[src/rtl/opll_write_sequencer.sv]
// opll_write_sequencer
//
// Buffers host register writes in a small FIFO and replays each one as a
// YM2413-compliant bus transaction: an address phase (A0=0), then a data
// phase (A0=1). Each phase has a one-cycle setup, a PULSE_LEN-cycle CS/WR
// strobe and a post-strobe wait. Every bus output is registered.
//
// Ports:
//   clk, rst_n             master clock (phiM), async active-low reset
//   i_wr_valid/addr/data   write request (valid/ready handshake)
//   o_wr_ready             FIFO not full
//   o_D, o_A0, o_CS, o_WR  registered bus to the core (CS/WR active high)
//   o_busy                 FIFO non-empty or a transaction in progress
//   o_level                FIFO occupancy
module opll_write_sequencer #(
  parameter int FIFO_DEPTH = 4,
  parameter int PULSE_LEN  = 4,
  parameter int ADDR_WAIT  = 12,
  parameter int DATA_WAIT  = 84
) (
  input  logic                          clk,
  input  logic                          rst_n,
  input  logic                          i_wr_valid,
  input  logic [7:0]                    i_wr_addr,
  input  logic [7:0]                    i_wr_data,
  output logic                          o_wr_ready,
  output logic [7:0]                    o_D,
  output logic                          o_A0,
  output logic                          o_CS,
  output logic                          o_WR,
  output logic                          o_busy,
  output logic [$clog2(FIFO_DEPTH):0]   o_level
);

  localparam int AW = $clog2(FIFO_DEPTH);

  // Counter reload values. A zero wait never uses its reload value because
  // the corresponding wait state is skipped.
  localparam logic [7:0] PULSE_M1 = 8'(PULSE_LEN - 1);
  localparam logic [7:0] AWAIT_M1 = 8'(ADDR_WAIT - 1);
  localparam logic [7:0] DWAIT_M1 = 8'(DATA_WAIT - 1);

  typedef enum logic [2:0] {
    IDLE,
    A_SETUP,
    A_STROBE,
    A_WAIT,
    D_SETUP,
    D_STROBE,
    D_WAIT
  } state_t;

  state_t      state;
  logic [7:0]  cnt;
  logic [7:0]  entry_data;
  logic        strobe;

  logic [15:0] mem [FIFO_DEPTH];
  logic [AW:0] wr_ptr;
  logic [AW:0] rd_ptr;
  logic        full;
  logic        empty;
  logic        push;
  logic        pop;
  logic [15:0] head;

  // Pointers carry one extra wrap bit so full and empty are distinguishable.
  assign empty = (wr_ptr == rd_ptr);
  assign full  = (wr_ptr[AW] != rd_ptr[AW]) && (wr_ptr[AW-1:0] == rd_ptr[AW-1:0]);

  // Ready depends only on registered pointers, so a same-cycle pop never
  // frees a slot for a push at full.
  assign push = i_wr_valid && !full;
  assign pop  = (state == IDLE) && !empty;
  assign head = mem[rd_ptr[AW-1:0]];

  assign o_wr_ready = !full;
  assign o_level    = wr_ptr - rd_ptr;
  assign o_busy     = !empty || (state != IDLE);
  assign o_CS       = strobe;
  assign o_WR       = strobe;

  always_ff @(posedge clk) begin
    if (push) begin
      mem[wr_ptr[AW-1:0]] <= {i_wr_addr, i_wr_data};
    end
  end

  always_ff @(posedge clk or negedge rst_n) begin
    if (!rst_n) begin
      wr_ptr <= '0;
      rd_ptr <= '0;
    end else begin
      if (push) wr_ptr <= wr_ptr + 1'b1;
      if (pop)  rd_ptr <= rd_ptr + 1'b1;
    end
  end

  // Bus outputs are assigned on the transition into the state that shows
  // them, so they are valid for the whole state. D and A0 only change on
  // SETUP entry and on the return to IDLE, never while the strobe is high.
  always_ff @(posedge clk or negedge rst_n) begin
    if (!rst_n) begin
      state      <= IDLE;
      cnt        <= '0;
      entry_data <= '0;
      strobe     <= 1'b0;
      o_D        <= '0;
      o_A0       <= 1'b0;
    end else begin
      case (state)
        IDLE: begin
          strobe <= 1'b0;
          o_A0   <= 1'b0;
          if (!empty) begin
            o_D        <= head[15:8];
            entry_data <= head[7:0];
            state      <= A_SETUP;
          end else begin
            o_D <= '0;
          end
        end
        A_SETUP: begin
          strobe <= 1'b1;
          cnt    <= PULSE_M1;
          state  <= A_STROBE;
        end
        A_STROBE: begin
          if (cnt == 8'd0) begin
            strobe <= 1'b0;
            if (ADDR_WAIT == 0) begin
              o_A0  <= 1'b1;
              o_D   <= entry_data;
              state <= D_SETUP;
            end else begin
              cnt   <= AWAIT_M1;
              state <= A_WAIT;
            end
          end else begin
            cnt <= cnt - 8'd1;
          end
        end
        A_WAIT: begin
          if (cnt == 8'd0) begin
            o_A0  <= 1'b1;
            o_D   <= entry_data;
            state <= D_SETUP;
          end else begin
            cnt <= cnt - 8'd1;
          end
        end
        D_SETUP: begin
          strobe <= 1'b1;
          cnt    <= PULSE_M1;
          state  <= D_STROBE;
        end
        D_STROBE: begin
          if (cnt == 8'd0) begin
            strobe <= 1'b0;
            if (DATA_WAIT == 0) begin
              o_A0  <= 1'b0;
              o_D   <= '0;
              state <= IDLE;
            end else begin
              cnt   <= DWAIT_M1;
              state <= D_WAIT;
            end
          end else begin
            cnt <= cnt - 8'd1;
          end
        end
        D_WAIT: begin
          if (cnt == 8'd0) begin
            o_A0  <= 1'b0;
            o_D   <= '0;
            state <= IDLE;
          end else begin
            cnt <= cnt - 8'd1;
          end
        end
        default: begin
          strobe <= 1'b0;
          state  <= IDLE;
        end
      endcase
    end
  end

endmodule

[config.mk]
export PLATFORM = sky130hd
export DESIGN_NAME = opll_write_sequencer
export DESIGN_NICKNAME = d
export VERILOG_FILES = /design/src/rtl/opll_write_sequencer.sv
export SDC_FILE = /design/constraint.sdc
export NUM_CORES = 1
export LEC_CHECK = 0
export BUFFER_PORTS_ARGS = -buffer_cell sky130_fd_sc_hd__buf_2
export CORE_ASPECT_RATIO = 0.8
export CORE_MARGIN = 8
export CORE_UTILIZATION = 30
export CTS_CLUSTER_DIAMETER = 50
export DETAILED_ROUTE_END_ITERATION = 7
export GPL_ROUTABILITY_DRIVEN = 0
export PLACE_DENSITY = 0.45
export SETUP_SLACK_MARGIN = 0.5
export SYNTH_ARGS = -nofsm -noshare
export SYNTH_HDL_FRONTEND = slang
export SYNTH_SLANG_ARGS = --single-unit
[constraint.sdc]
create_clock -name clk -period 2.6 [get_ports clk]
set_input_delay 0.13 -clock clk [delete_from_list [all_inputs] [get_ports clk]]
set_output_delay 0.13 -clock clk [all_outputs]
set_load 0.02 [all_outputs]
==> results summary <==
The internal portion of total power is approximately 2800 uW. Signal routing reaches up to met4. The signed area change from the synthesized netlist to the final layout came out at 18.69%. The run finished with clean final reports.

Setup repair after global routing could not meet its margin everywhere. The share of flip-flops with an asynchronous set or reset is 0.3535. The startpoint of the lowest-slack hold path is i_wr_data[1]. The total vias in the final route is 2666. The clock net sink count came out at just under 100. The full die area came out at between 15000 and 20000 sq um. After synthesis the netlist holds a flip-flop and latch count of 99. The depth of the worst register-to-register path is 5. After floorplanning, the core was divided into 40 placement rows.

The count of final setup violators is 0. The setup check on the worst reg-to-reg path leaves a slack of 0.62 ns. Of the synthesized area, sequential elements account for 0.6283. The power density over the cells came out at between 700 and 800 nW/um^2. After filler insertion, the fill cell instance count of the layout stands at between 1000 and 1500. The largest buffer count on any clock path is 2. The switching component of the power came out at 1036 uW. The measured slew at the worst slew-check pin is between 0.8 and 0.9 ns. Between clock sinks in the finished design, the worst skew comes to between 0.007 and 0.008 ns. STA classifies the critical path endpoint as a register. Yosys printed 0 warnings. The horizontal extent of the die is between 150 and 200 um. The area of the multi-input gates is about 1600 sq um. The analysis attributes to cell leakage a power of between 0.0015 and 0.002 uW. The count of input and output buffers is 34. The minimum clock period after layout came out at around 2 ns. The worst register-to-register path ends at mem[3][13]$_DFFE_PP_.

The number of instances in the synthesized netlist came out at about 310. Max-cap violations in this run came to 0. The worst setup path is of the reg -> reg kind. After detailed routing, the average wire length per cell comes to about 18 um. The slowest stage of the critical path is the sky130_fd_sc_hd__and2_4 cell. Entering global routing, the biggest net connects 36 pins. In this run, synthesis inferred 64 flip-flops with an integrated enable.

The post-route antenna net violation count is 0. The wire length after detailed routing is about 10 mm. The end of the worst hold path is mem[0][1]$_DFFE_PP_. Before CTS, the worst setup slack after placement is approximately 0.40 ns. After detailed routing, the met2 layer carries roughly 4.6 mm of wire. In the routed layout, each cell is associated on average with a via count of roughly 5.

The tightest min-delay check is of the in -> reg type. The placeable core region is about 15000 sq um. The detailed router put a total of between 5 and 6 mm of wire on met1.

The number of max-slew violations in the final report came to 0. The ratio of cells with drive above 1 in the final layout is 0.2913. After clock tree synthesis, the setup repair step added 0 buffers. The number of hold violations in the final report came out at 0. The most frequent standard cell in the layout excluding fill and tap cells is sky130_fd_sc_hd__edfxtp_1. The share of total power in combinational logic came out at 0.160. The initial antenna violation count came out at 0. The effective utilization at floorplan is 0.3016.

The clock buffer count from CTS came out at 9. Once routing completed, OpenROAD measured the worst setup slack at roughly 0.62 ns. Along the worst hold path, the cell count comes to 1. The sequential cell area in the final layout came out at 2799 sq um. TritonCTS built the clock tree.

The period utilization is 0.7605. The startpoint identified for the worst register-to-register timing path is wr_ptr[0]$_DFFE_PN0P_. Across every metal layer, demand over resource in global routing totals 0.1101.

At the worst endpoint, the required time is 2.61 ns. In this run the cell area of the synthesized design comes to 4453 sq um. The repair_antennas step left the layout with diodes totalling 0.

The relative slew slack is 0.4436. CTS placed an instance of sky130_fd_sc_hd__clkbuf_16 at the clock tree root. The H-tree depth came out at 3. The height of the chip came out at around 120 um. The peak per-stage delay on the critical path came out at about 0.39 ns. The first detailed-routing pass took 6 iterations.

The routed length on met3 came out at 281 um. In the layout the commonest cells are 64 x sky130_fd_sc_hd__edfxtp_1, 34 x sky130_fd_sc_hd__dfrtp_1, 34 x sky130_fd_sc_hd__buf_2. The first-pass GRT wire length is around 16 mm. The clock insertion delay at the later pin of the skew report came out at between 0.3 and 0.4 ns. The primary flip-flop cell chosen by synthesis mapping is sky130_fd_sc_hd__edfxtp_1. The number of top-level design ports is 35. The worst hold slack came out at 0.02137 ns.

The fraction of power spent switching nets came out at 0.2676. The post-route DRC violation count came out at 0. The number of nets in the finished design came out at 380. The top fanout value on the critical path came out at 17.

Clock-pin slew was measured on the worst setup and hold paths at around 0.070 ns. The setup TNS is 0 ns. The HPWL after detailed placement came out at between 6 and 7 mm. The average cell area after synthesis is around 15 sq um.

Static timing analysis puts the maximum clock frequency at roughly 0.5 GHz. The share of total power dissipated in sequential elements is 0.511. The post-synthesis net count is between 300 and 400. The starting DRC count in detailed routing is ~140.

For this run, the share of the core covered by cells in the final layout is 0.3580. The part of the power in the clock network is 0.329. For the worst setup path, the data arrival time is around 2 ns. VDD sags by at most 0.3259 mV.

The count of distinct cell types in the synthesized netlist came out at 57. The via count of the first global-routing pass is roughly 2800. The global-route congestion overflow total came out at 0.

The critical path goes through inv_1, ha_1, nand2_1, o21a_1, and2_4. STA classifies the critical path startpoint as a register.
==> worst max-delay path: cells and delay by family, from the launching register on <==
family | cells | cell delay [ns]
fa+ha+maj | 1 | 0.38
simple gates | 2 | 0.52
compound gates | 1 | 0.26
buf+inv | 1 | 0.11
flops | 1 | 0.38
==> cell usage after synthesis, drive strengths merged, types with 2 or more instances <==
library cell / count / area, sq um
ha: 8 / 100.1
mux2: 11 / 123.9
a31o: 2 / 17.52
inv: 12 / 45.04
nor2: 10 / 37.54
nand2: 26 / 97.59
dfrtp: 35 / 875.8
and2: 6 / 37.54
a311oi: 4 / 41.29
o21ai: 12 / 60.05
a21o: 3 / 22.52
or3: 3 / 18.77
a22o: 2 / 17.52
and3b: 3 / 26.28
edfxtp: 64 / 1922
maj3: 4 / 40.04
o211ai: 10 / 88.83
a21oi: 6 / 30.03
a31oi: 2 / 12.51
xnor2: 4 / 35.03
and3: 3 / 18.77
o31ai: 3 / 22.52
o221ai: 3 / 26.28
nor3: 5 / 30.03
a2bb2oi: 2 / 17.52
nand3: 8 / 40.04
nand2b: 2 / 12.51
mux4: 16 / 360.4
clkbuf: 11 / 43.79
buf: 6 / 31.28
xor2: 3 / 26.28
==> kinds of logic after synthesis <==
| logic type | Yosys count | synth area share |
|---|---|---|
| DFF | 99 | 0.6283 |
| and+or+nand+nor | 76 | 0.09245 |
| AOI/OAI and AO/OA | 56 | 0.09385 |
| buffers and inverters | 29 | 0.02697 |
| muxes | 27 | 0.1087 |
| adders and majority gates | 13 | 0.03597 |
| xor gates and xnor gates | 7 | 0.01377 |
==> repair_timing <==
item / CTS / global route
hold buffers: 10 / 0
hold endpoints to repair: 71 / 0
gates resized for setup: 6 / 10
endpoints found under the setup margin: 21 / 33
pin swaps: 0 / 1
==> sequential cells by signal, indices dropped and copies added, names as in the netlist <==
name / cells
rd_ptr: 3
o_CS: 1
state: 3
entry_data: 8
o_A0: 1
o_D: 8
mem: 64
cnt: 8
wr_ptr: 3
==> power by group through the flow <==
stage	registers, uW	clock network, uW	logic (uW)
after floorplan	1990	0	389
after global placement	2010	0	618
after detailed placement	2010	0	616
after CTS	1980	1320	632
after global routing	1990	1370	693
final	1980	1270	620
==> routing by layer <==
layer | track usage | vias to the layer above
met2 | 0.1702 | 31
met3 | 0.02960 | 10
li1 | - | 1265
met5 | 0 | -
met1 | 0.1491 | 1360
met4 | 0.03109 | 0
==> stage by stage <==
stage	power (uW)	cells	cell area, sq um
5_1_grt	4062	546	5285
3_5_place_dp	2630	520	4845
4_1_cts	3937	546	5248
6_report	3871	546	5285
2_1_floorplan	2383	307	4469
3_3_place_gp	2627	520	4845
==> final cells by class <==
cell class                 instances  share of cell area
clock buffer                      10             0.04522
clock inverter                     6            0.008996
inverter                          12            0.008523
multi-input combinational        179              0.3018
sequential                        99              0.5296
tap                              189             0.04474
timing repair buffer              51             0.06108
==> worst max path at each step <==
stage	startpoint	to	cells after the start
after global routing	cnt[0]$_DFFE_PN0P_	cnt[2]$_DFFE_PN0P_	6
final	wr_ptr[0]$_DFFE_PN0P_	mem[3][13]$_DFFE_PP_	5
after global placement	state[0]$_DFFE_PN0P_	o_D[6]$_DFFE_PN0P_	4
after floorplan	rd_ptr[1]$_DFFE_PN0P_	mem[1][0]$_DFFE_PP_	7
after detailed placement	state[0]$_DFFE_PN0P_	o_D[5]$_DFFE_PN0P_	4
after CTS	wr_ptr[0]$_DFFE_PN0P_	mem[1][13]$_DFFE_PP_	5
No activity file was read; power rests on OpenSTA's default activity.
